[src/rtl/seq_det_ctrl_if.sv]
// Configuration port of the sequence-detector controller: a ready/valid request
// carrying target pattern, overlap mode and match threshold.
interface seq_det_ctrl_if #(
    parameter int unsigned PAT_W = 4,
    parameter int unsigned CNT_W = 8
) ();
    logic             cfg_valid;
    logic             cfg_ready;
    logic [PAT_W-1:0] cfg_pattern;
    logic             cfg_overlap;
    logic [CNT_W-1:0] cfg_threshold;

    modport master (
        output cfg_valid,
        output cfg_pattern,
        output cfg_overlap,
        output cfg_threshold,
        input  cfg_ready
    );

    modport slave (
        input  cfg_valid,
        input  cfg_pattern,
        input  cfg_overlap,
        input  cfg_threshold,
        output cfg_ready
    );
endinterface

[src/rtl/seq_det_ctrl.sv]
// Programmable serial pattern-detection controller: sequences IDLE/ARM/RUN/DONE runs
// over a qualified bit stream, counting matches against a run-time configured pattern.
module seq_det_ctrl #(
    parameter int unsigned PAT_W = 4,
    parameter int unsigned CNT_W = 8
) (
    input  logic                 clk,
    input  logic                 rst_n,
    seq_det_ctrl_if.slave        cfg,
    input  logic                 start,
    input  logic                 stop,
    input  logic                 data_valid,
    input  logic                 data,
    output logic [PAT_W-1:0]     q,
    output logic [1:0]           state,
    output logic                 busy,
    output logic                 match,
    output logic [CNT_W-1:0]     match_count,
    output logic                 done
);

    localparam int unsigned FillW = $clog2(PAT_W + 1);
    localparam logic [FillW-1:0] FillMax = FillW'(PAT_W);
    localparam logic [FillW-1:0] FillArm = FillW'(PAT_W - 1);
    localparam logic [CNT_W-1:0] CntMax  = '1;

    typedef enum logic [1:0] {
        StIdle = 2'b00,
        StArm  = 2'b01,
        StRun  = 2'b10,
        StDone = 2'b11
    } state_e;

    state_e           state_q, state_d;
    logic [PAT_W-1:0] q_q, q_d;
    logic [FillW-1:0] fill_q, fill_d;
    logic [CNT_W-1:0] count_q, count_d;
    logic             match_q, match_d;
    logic             done_q, done_d;
    logic [PAT_W-1:0] pattern_q;
    logic             overlap_q;
    logic [CNT_W-1:0] threshold_q;

    logic             cfg_fire;
    logic [PAT_W-1:0] window;
    logic [FillW-1:0] fill_inc;
    logic [CNT_W-1:0] count_inc;

    assign cfg.cfg_ready = (state_q == StIdle) || (state_q == StDone);
    assign cfg_fire      = cfg.cfg_valid && cfg.cfg_ready;
    assign window        = {q_q[PAT_W-2:0], data};
    assign fill_inc      = (fill_q == FillMax) ? fill_q : fill_q + 1'b1;
    assign count_inc     = (count_q == CntMax) ? count_q : count_q + 1'b1;

    always_comb begin
        state_d = state_q;
        q_d     = q_q;
        fill_d  = fill_q;
        count_d = count_q;
        match_d = 1'b0;
        done_d  = done_q;
        unique case (state_q)
            StIdle, StDone: begin
                // stop outranks start; from IDLE it is simply a no-op
                if (stop) begin
                    state_d = StIdle;
                    done_d  = 1'b0;
                end else if (start) begin
                    state_d = StArm;
                    q_d     = '0;
                    fill_d  = '0;
                    count_d = '0;
                    done_d  = 1'b0;
                end
            end
            StArm, StRun: begin
                if (stop) begin
                    state_d = StIdle;
                end else if (data_valid) begin
                    q_d    = window;
                    fill_d = fill_inc;
                    if (state_q == StArm) begin
                        if (fill_inc == FillArm) state_d = StRun;
                    end else if (window == pattern_q) begin
                        match_d = 1'b1;
                        count_d = count_inc;
                        if (threshold_q != '0 && count_inc == threshold_q) begin
                            state_d = StDone;
                            done_d  = 1'b1;
                        end else if (!overlap_q) begin
                            // non-overlapping: next match needs a completely fresh window
                            q_d     = '0;
                            fill_d  = '0;
                            state_d = StArm;
                        end
                    end
                end
            end
        endcase
    end

    always_ff @(posedge clk or negedge rst_n) begin
        if (!rst_n) begin
            state_q <= StIdle;
            q_q     <= '0;
            fill_q  <= '0;
            count_q <= '0;
            match_q <= 1'b0;
            done_q  <= 1'b0;
        end else begin
            state_q <= state_d;
            q_q     <= q_d;
            fill_q  <= fill_d;
            count_q <= count_d;
            match_q <= match_d;
            done_q  <= done_d;
        end
    end

    always_ff @(posedge clk or negedge rst_n) begin
        if (!rst_n) begin
            pattern_q   <= '0;
            overlap_q   <= 1'b1;
            threshold_q <= '0;
        end else if (cfg_fire) begin
            pattern_q   <= cfg.cfg_pattern;
            overlap_q   <= cfg.cfg_overlap;
            threshold_q <= cfg.cfg_threshold;
        end
    end

    assign q           = q_q;
    assign state       = state_q;
    assign busy        = (state_q == StArm) || (state_q == StRun);
    assign match       = match_q;
    assign match_count = count_q;
    assign done        = done_q;

endmodule

[src/flat_wrapper.sv]
// flat-port wrapper written by rule: the top's interface ports become plain ports
module seq_det_ctrl_flat 
#(
    parameter int unsigned PAT_W = 4,
    parameter int unsigned CNT_W = 8
)
  (clk, rst_n, start, stop, data_valid, data, q, state, busy, match, match_count, done, cfg_cfg_valid, cfg_cfg_pattern, cfg_cfg_overlap, cfg_cfg_threshold, cfg_cfg_ready);
  seq_det_ctrl_if #(.PAT_W(PAT_W), .CNT_W(CNT_W)) cfg_i ();
  input  logic clk;
  input  logic rst_n;
  input  logic start;
  input  logic stop;
  input  logic data_valid;
  input  logic data;
  output logic [PAT_W-1:0] q;
  output logic [1:0] state;
  output logic busy;
  output logic match;
  output logic [CNT_W-1:0] match_count;
  output logic done;
  input wire logic [$bits(cfg_i.cfg_valid)-1:0] cfg_cfg_valid;
  input wire logic [$bits(cfg_i.cfg_pattern)-1:0] cfg_cfg_pattern;
  input wire logic [$bits(cfg_i.cfg_overlap)-1:0] cfg_cfg_overlap;
  input wire logic [$bits(cfg_i.cfg_threshold)-1:0] cfg_cfg_threshold;
  output wire logic [$bits(cfg_i.cfg_ready)-1:0] cfg_cfg_ready;
  assign cfg_i.cfg_valid = cfg_cfg_valid;
  assign cfg_i.cfg_pattern = cfg_cfg_pattern;
  assign cfg_i.cfg_overlap = cfg_cfg_overlap;
  assign cfg_i.cfg_threshold = cfg_cfg_threshold;
  assign cfg_cfg_ready = cfg_i.cfg_ready;
  seq_det_ctrl #(.PAT_W(PAT_W), .CNT_W(CNT_W)) u_core (.clk(clk), .rst_n(rst_n), .cfg(cfg_i), .start(start), .stop(stop), .data_valid(data_valid), .data(data), .q(q), .state(state), .busy(busy), .match(match), .match_count(match_count), .done(done));
endmodule
[config.mk]
export PLATFORM = sky130hd
export DESIGN_NAME = seq_det_ctrl_flat
export DESIGN_NICKNAME = d
export VERILOG_FILES = /design/src/rtl/seq_det_ctrl_if.sv /design/src/rtl/seq_det_ctrl.sv /design/src/flat_wrapper.sv
export SDC_FILE = /design/constraint.sdc
export NUM_CORES = 1
export LEC_CHECK = 0
export BUFFER_PORTS_ARGS = -buffer_cell sky130_fd_sc_hd__buf_2
export CORE_ASPECT_RATIO = 0.75
export CORE_MARGIN = 5
export CORE_UTILIZATION = 40
export DETAILED_ROUTE_END_ITERATION = 10
export HOLD_SLACK_MARGIN = 0.08
export PLACE_DENSITY_LB_ADDON = 0.08
export SLEW_MARGIN = 20
export SYNTH_ARGS = -nofsm -noshare
export SYNTH_HDL_FRONTEND = slang
export SYNTH_SLANG_ARGS = --single-unit
[constraint.sdc]
create_clock -name clk -period 3.2 [get_ports clk]
set_clock_uncertainty 0.1 [all_clocks]
set_input_delay 0.64 -clock clk [delete_from_list [all_inputs] [get_ports clk]]
set_output_delay 0.64 -clock clk [all_outputs]
set_load 0.02 [all_outputs]
==> reports/metrics.yaml, run 1 <==
slew_viol_final: 0
async_flop_share_pct: 100.0
wirelength_mm: 4.474
yosys.area_share.simple_pct: 16.79
timing.rr.start: "u_core.match_count[0]"
antenna_left: 0
crit_path_start_kind: "flop"
cts_resized: 0
fmax_mhz: 366.6
crit_fanout: 8
period_share_pct: 85.25
cts.sinks: 32
numCtsBuffers: 5
wl_per_cell_um: 15.17
vias: 1618
postLayoutCellArea_um2: 2293
cts_tree: "built"
start_util_pct: 40.83
max_slew_margin_pct: 52.39
critical-path-max-stage-delay_ns: 0.50
rsz0062_at_grt: "false"
grt_max_degree: 33
rows: 22
path_cells: "ha_1 -> nand4_2 -> nor4_2 -> a211oi_1 -> or4_4 -> nor3_4 -> o21a_4 -> a22o_2"
crit_family: "simple AND/OR/NAND/NOR gates"
p_per_area_nw_per_um2: 573.1
first_pass_iters: 4
worstSetupPathType: "reg2reg"
synth-adder-area-share_pct: 3.817
leakage_nw: 1.082
grt_pass1_vias: 1513
place_hpwl_mm: 3.416
path_clk_slew_ns: 0.07
numPortBuffers: 37
path_buf_inv: 0
antenna_found_initial: 0
synth_compound_area_share_pct: 21.82
required_ns: 3.33
setup_violations: 0
synth_edf_count: 0
synth_warnings: 0
die_area_um2: 6434
grt_use_total_pct: 14.55
synth_nets: 222
synth_mux_area_share_pct: 8.461
cap_viol_max_count: 0
reg2regPathDepth: 8
synth_top_family_by_area: "compound AO/OA/AOI/OAI gates"
crit_arrival_ns: 2.86
synth_cell_type_count: 55
synth.largest_area_cell: "dfrtp_1"
ir_worst_vdd_uv: 366.2
drc: 0
worst_skew_pair.late_latency_ns: 0.28
cts-root-buf: "clkbuf_8"
placed_area_um2: 2186
cts_setup_buffers: 0
core-area_um2: 4817
clock_path_buffers: 2
fin_tns_setup_ns: 0
die_x_um: 90.97
hold_class: "in2async"
drtIter0Drc: 93
reg2reg_slack_ns: 0.47
areaGrowthSynthToFinish_pct: 16.60
finalHoldViolCount: 0
ys_seq_area_share_pct: 40.78
yosys.area_share.xor_xnor_pct: 3.562
io_pins: 38
yosys_register_bits: 32
ys.flop_type: "dfrtp_1"
avgSynthCellArea_um2: 10.04
htreeDepth: 2
r2r-end: "u_core.q[3]"
endpoint_kind: "flop"
synth_area_leaders: "dfrtp_1, mux2_2, ha_1"
syn_area_um2: 1967
fin_crit_ns: 2.728
ctsHoldBuffers: 0
grt_pass1_wl_mm: 7.472
tightest_slew_ns: 0.7141
netlist.area_leader.share_pct: 39.44
final_nets: 260
layout-drive-gt1-share_pct: 32.77
syn_inst: 196
n_antenna_cell: 0
timing.critical_path.slowest_stage_cell: "or4_4"
gp_congestion: 0.8920
fp.dieH_um: 70.73
status: "complete, no violations"
vias_per_cell: 5.485
grt-ovfl-total: 0
==> flip-flops by register name, summed over array words and instances (netlist names) <==
name,count
u_core.done,1
u_core.fill_q,3
u_core.match,1
u_core.match_count,8
u_core.overlap_q,1
u_core.pattern_q,4
u_core.q,4
u_core.state,2
u_core.threshold_q,8
==> worst register-to-register path, stage by stage, from the launching register on <==
cell      delay (ns)
dfrtp_1         0.46
ha_1            0.37
nand4_2         0.22
nor4_2          0.32
a211oi_1        0.08
or4_4           0.50
nor3_4          0.27
o21a_4          0.22
a22o_2          0.13
==> area by class of cell <==
cell class                 count  area, um^2
timing repair buffer          38       192.7
clock buffer                   6       72.57
tap                           60       75.07
sequential                    32       802.0
fill                         458        2524
clock inverter                 2       35.03
multi-input combinational    145        1071
inverter                      12       45.04
==> cells in the final DEF (no fill, tap or decap), types with 2 or more instances in the layout <==
master,n
buf_2,37
o21ai_0,14
a31oi_1,2
nand3_1,3
o211ai_1,3
nand2b_1,2
ha_1,6
o31a_1,3
a21o_1,3
nand2_1,13
dfrtp_1,31
nand3_2,2
and2_1,2
a211oi_1,2
inv_1,12
clkbuf_8,5
mux2_2,13
xor2_1,7
a31o_2,2
nand3b_1,2
mux2i_1,2
and4_1,2
nor2_1,10
a21oi_1,13
nor3_1,4
nor4_1,3
a22o_2,5
or3_1,2
o21ai_1,2
==> layer usage <==
metal	wire [um]	GRT usage, %	up-vias	share of wire [%]
met3	233	4.038	7	5.2
met1	2431	21.84	772	54
met2	1732	19.20	37	39
li1	-	-	802	-
met5	0	0	-	0
met4	76	6.352	0	1.7
==> through the flow <==
step	instances	utilization, %	setup slack, ns	hold slack (ns)	total power, W
after detailed placement	287	45.38	0.4856	0.3911	0.0009414
after global placement	287	45.38	0.5410	0.3898	0.0009331
after global routing	295	47.61	0.2207	0.3679	0.001402
after CTS	295	47.61	0.4720	0.3277	0.001335
after floorplan	196	-	0.6396	0.2444	0.0008261
final	295	47.61	0.4720	0.3051	0.001314
==> kinds of logic (layout without fill, tap and decap cells) <==
| kind of cell | after synthesis | after routing |
|---|---|---|
| flops | 32 | 32 |
| buf+inv | 19 | 58 |
| simple gates | 55 | 55 |
| mux | 15 | 15 |
| fa+ha+maj | 6 | 6 |
| xor+xnor | 8 | 8 |
| compound gates | 61 | 61 |
==> where the power goes <==
group	leakage (nW)	total, W	internal (W)	switching (W)
combinational	0.613	0.000386	0.000172	0.000214
clock	0.0552	0.000382	0.000231	0.000151
sequential	0.413	0.000547	0.000476	0.0000707
==> Yosys cell counts, types with 2 or more instances <==
cell       n
nor2_1    10
nor3_1     4
a21o_1     3
dfrtp_1   31
nand2b_1   2
nand3b_1   2
nand2_1   13
mux2_2    13
and4_1     2
and2_1     2
or3_1      2
o31a_1     3
clkbuf_1   2
a211oi_1   2
buf_4      2
inv_1     12
a31o_2     2
nand3_2    2
a31oi_1    2
ha_1       6
o21ai_1    2
o211ai_1   3
o21ai_0   14
nand3_1    3
xor2_1     7
buf_6      2
a21oi_1   13
a22o_2     5
nor4_1     3
mux2i_1    2
==> how the worst max path moves through the flow <==
stage | start | end | slack [ns] | cells past startpoint
after global routing | u_core.match_count[0] | u_core.state[0] | 0.22 | 8
after detailed placement | u_core.match_count[0] | u_core.q[3] | 0.49 | 8
after global placement | u_core.match_count[0] | u_core.q[2] | 0.54 | 8
after CTS | u_core.match_count[0] | u_core.fill_q[1] | 0.47 | 8
after floorplan | u_core.match_count[0] | u_core.q[0] | 0.64 | 10
final | u_core.match_count[0] | u_core.q[3] | 0.47 | 8
(Power assumes the default switching activity.)
==> inputs of run 2 (changes only) <==
- CELL_PAD_IN_SITES_DETAIL_PLACEMENT: unset -> 0
- CELL_PAD_IN_SITES_GLOBAL_PLACEMENT: unset -> 2
- CORE_UTILIZATION: 40 -> 34
- RECOVER_POWER: unset -> 50
==> reports/metrics.yaml, run 2 (synthesis gave the netlist of run 1 again) <==
n_antenna_cell: 0  # unchanged
post-place-ws_ns: 0.4152  # -0.07033 ns
gp_congestion: 0.8471  # -5.0%
most-common-layout-cells: "dfrtp_1, buf_2, o21ai_0"
antenna_found_initial: 0  # unchanged
final_util_pct: 40.37  # -7.2 points
grt_use_total_pct: 14.39  # -0.16 points
dp_cells: 305  # +6.3%
grt-ovfl-total: 0  # unchanged
grt_pass1_wl_mm: 8.321  # +11%
drc: 0  # unchanged
timing.critical_path.slowest_stage_cell: "or4_4"
crit_arrival_ns: 2.91  # +0.05 ns
status: "finished with violations"
vias: 1646  # +1.7%
final_nets: 260  # unchanged
grt_pass1_vias: 1609  # +6.3%
grt_max_degree: 33  # unchanged
met3_length_um: 413  # +77%
numPortBuffers: 37  # unchanged
required_ns: 3.30  # -0.03 ns
cts-root-buf: "clkbuf_8"
p_per_area_nw_per_um2: 572.5  # -0.12%
vias_per_cell: 5.259  # -4.1%
hold_class: "reg2reg"
mostFrequentLayoutCell: "dfrtp_1"
placed_area_um2: 2208  # +1.0%
cts_resized: 0  # unchanged
critical-path-max-stage-delay_ns: 0.50  # about the same
finalNonFillerCells: 313  # +6.1%
fin_tns_setup_ns: 0  # unchanged
finalHoldViolCount: 0  # unchanged
reg2reg_slack_ns: 0.39  # -0.08 ns
hold_depth: 1
wl_met1_mm: 2.575  # +5.9%
place_hpwl_mm: 3.777  # +11%
first_pass_iters: 4  # unchanged
leakage_nw: 1.040  # -3.8%
start_util_pct: 34.47  # -6.4 points
ctsHoldBuffers: 0  # unchanged
tightest_slew_ns: 1.766  # +1.052 ns
rsz0062_at_grt: "false"
setup_violations: 0  # unchanged
fill_cells: 600  # +31%
core-area_um2: 5705  # +18%
violations: "capacitance limit, slew limit"
multi_input_area_um2: 1071  # unchanged
path_clk_slew_ns: 0.07  # about the same
max_slew_margin_pct: -17.72  # -70 points
worstHoldEndpoint: "u_core.q[3]"
endpoint_kind: "flop"
postLayoutCellArea_um2: 2303  # +0.44%
timing.rr.start: "u_core.match_count[0]"
drtIter0Drc: 122  # +31%
cts_tree: "built"
die_area_um2: 7422  # +15%
met2WireLength_mm: 1.989  # +15%
ir_worst_vdd_uv: 237.7  # -35%
fmax_mhz: 355.6  # -3.0%
antenna_left: 0  # unchanged
reg2regPathDepth: 8  # unchanged
numCtsBuffers: 5  # unchanged
crit_path_start_kind: "flop"
worst_skew_pair.late_latency_ns: 0.28  # about the same
startpoint: "u_core.match_count[0]"
cts_setup_buffers: 0  # unchanged
areaGrowthSynthToFinish_pct: 17.11
wl_per_cell_um: 16.03  # +5.7%
io_pins: 38  # unchanged
final.setup.worst_slack_ns: 0.3880  # -0.08401 ns
min_from: "u_core.q[3]"
highest_layer: "met4"
die_x_um: 97.83  # +7.5%
cts.sinks: 32  # unchanged
clock_path_buffers: 2  # unchanged
fp.dieH_um: 75.87  # +7.3%
slew_viol_final: 33  # +33
fin_crit_ns: 2.812  # +0.08401 ns
htreeDepth: 2  # unchanged
regArea_um2: 802.0  # unchanged
worstSetupPathType: "reg2reg"
r2r-end: "u_core.fill_q[2]"
crit_fanout: 8  # unchanged
layout-drive-gt1-share_pct: 28.51  # -4.3 points
wirelength_mm: 5.017  # +12%
path_cells: "ha_1 -> nand4_2 -> nor4_2 -> a211oi_1 -> or4_4 -> nor3_4 -> o21a_4 -> o2bb2ai_1"
rows: 24  # +9.1%
period_share_pct: 87.88  # +2.6 points
cap_viol_max_count: 1  # +1
## run 2: layer usage
layer | GRT usage [%] | up-vias
met4 | 4.301 | 0
met1 | 21.70 | 781
met3 | 3.660 | 5
met2 | 20.06 | 62
li1 | - | 798
met5 | 0 | -
## run 2: cell type report
type / count / area share (%)
clock buffer: 6 / 3.150
clock inverter: 2 / 1.521
inverter: 12 / 1.955
multi-input combinational: 145 / 46.50
sequential: 32 / 34.82
tap: 78 / 4.237
timing repair buffer: 38 / 7.822
## run 2: worst max-delay path by stage
stage | endpoint | slack, ns | depth (start not counted)
floorplan | u_core.q[0] | 0.64 | 10
global placement | u_core.q[1] | 0.51 | 8
detailed placement | u_core.fill_q[2] | 0.42 | 8
CTS | u_core.fill_q[2] | 0.38 | 8
global route | u_core.state[0] | 0.14 | 8
finish | u_core.fill_q[2] | 0.39 | 8
## run 2: metrics by stage
step | total power [W] | hold WS [ns]
5_1_grt | 0.001410 | 0.4513
4_1_cts | 0.001341 | 0.3465
2_1_floorplan | 0.0008261 | 0.2444
6_report | 0.001319 | 0.4296
3_5_place_dp | 0.0009479 | 0.4043
3_3_place_gp | 0.0009378 | 0.3883
## run 2: worst max-delay path, delay by kind of cell, from the launching register on
family                     cells  cell delay, ns
adders and majority gates      1            0.40
and+or+nand+nor                4            1.35
AOI/OAI and AO/OA              3            0.43
DFF                            1            0.47
## run 2: power breakdown
part | leakage (nW) | total [W] | switching (W) | internal [W]
Clock | 0.0552 | 0.000385 | 0.000154 | 0.000231
Combinational | 0.572 | 0.000385 | 0.000216 | 0.000169
Sequential | 0.413 | 0.000549 | 0.0000728 | 0.000476
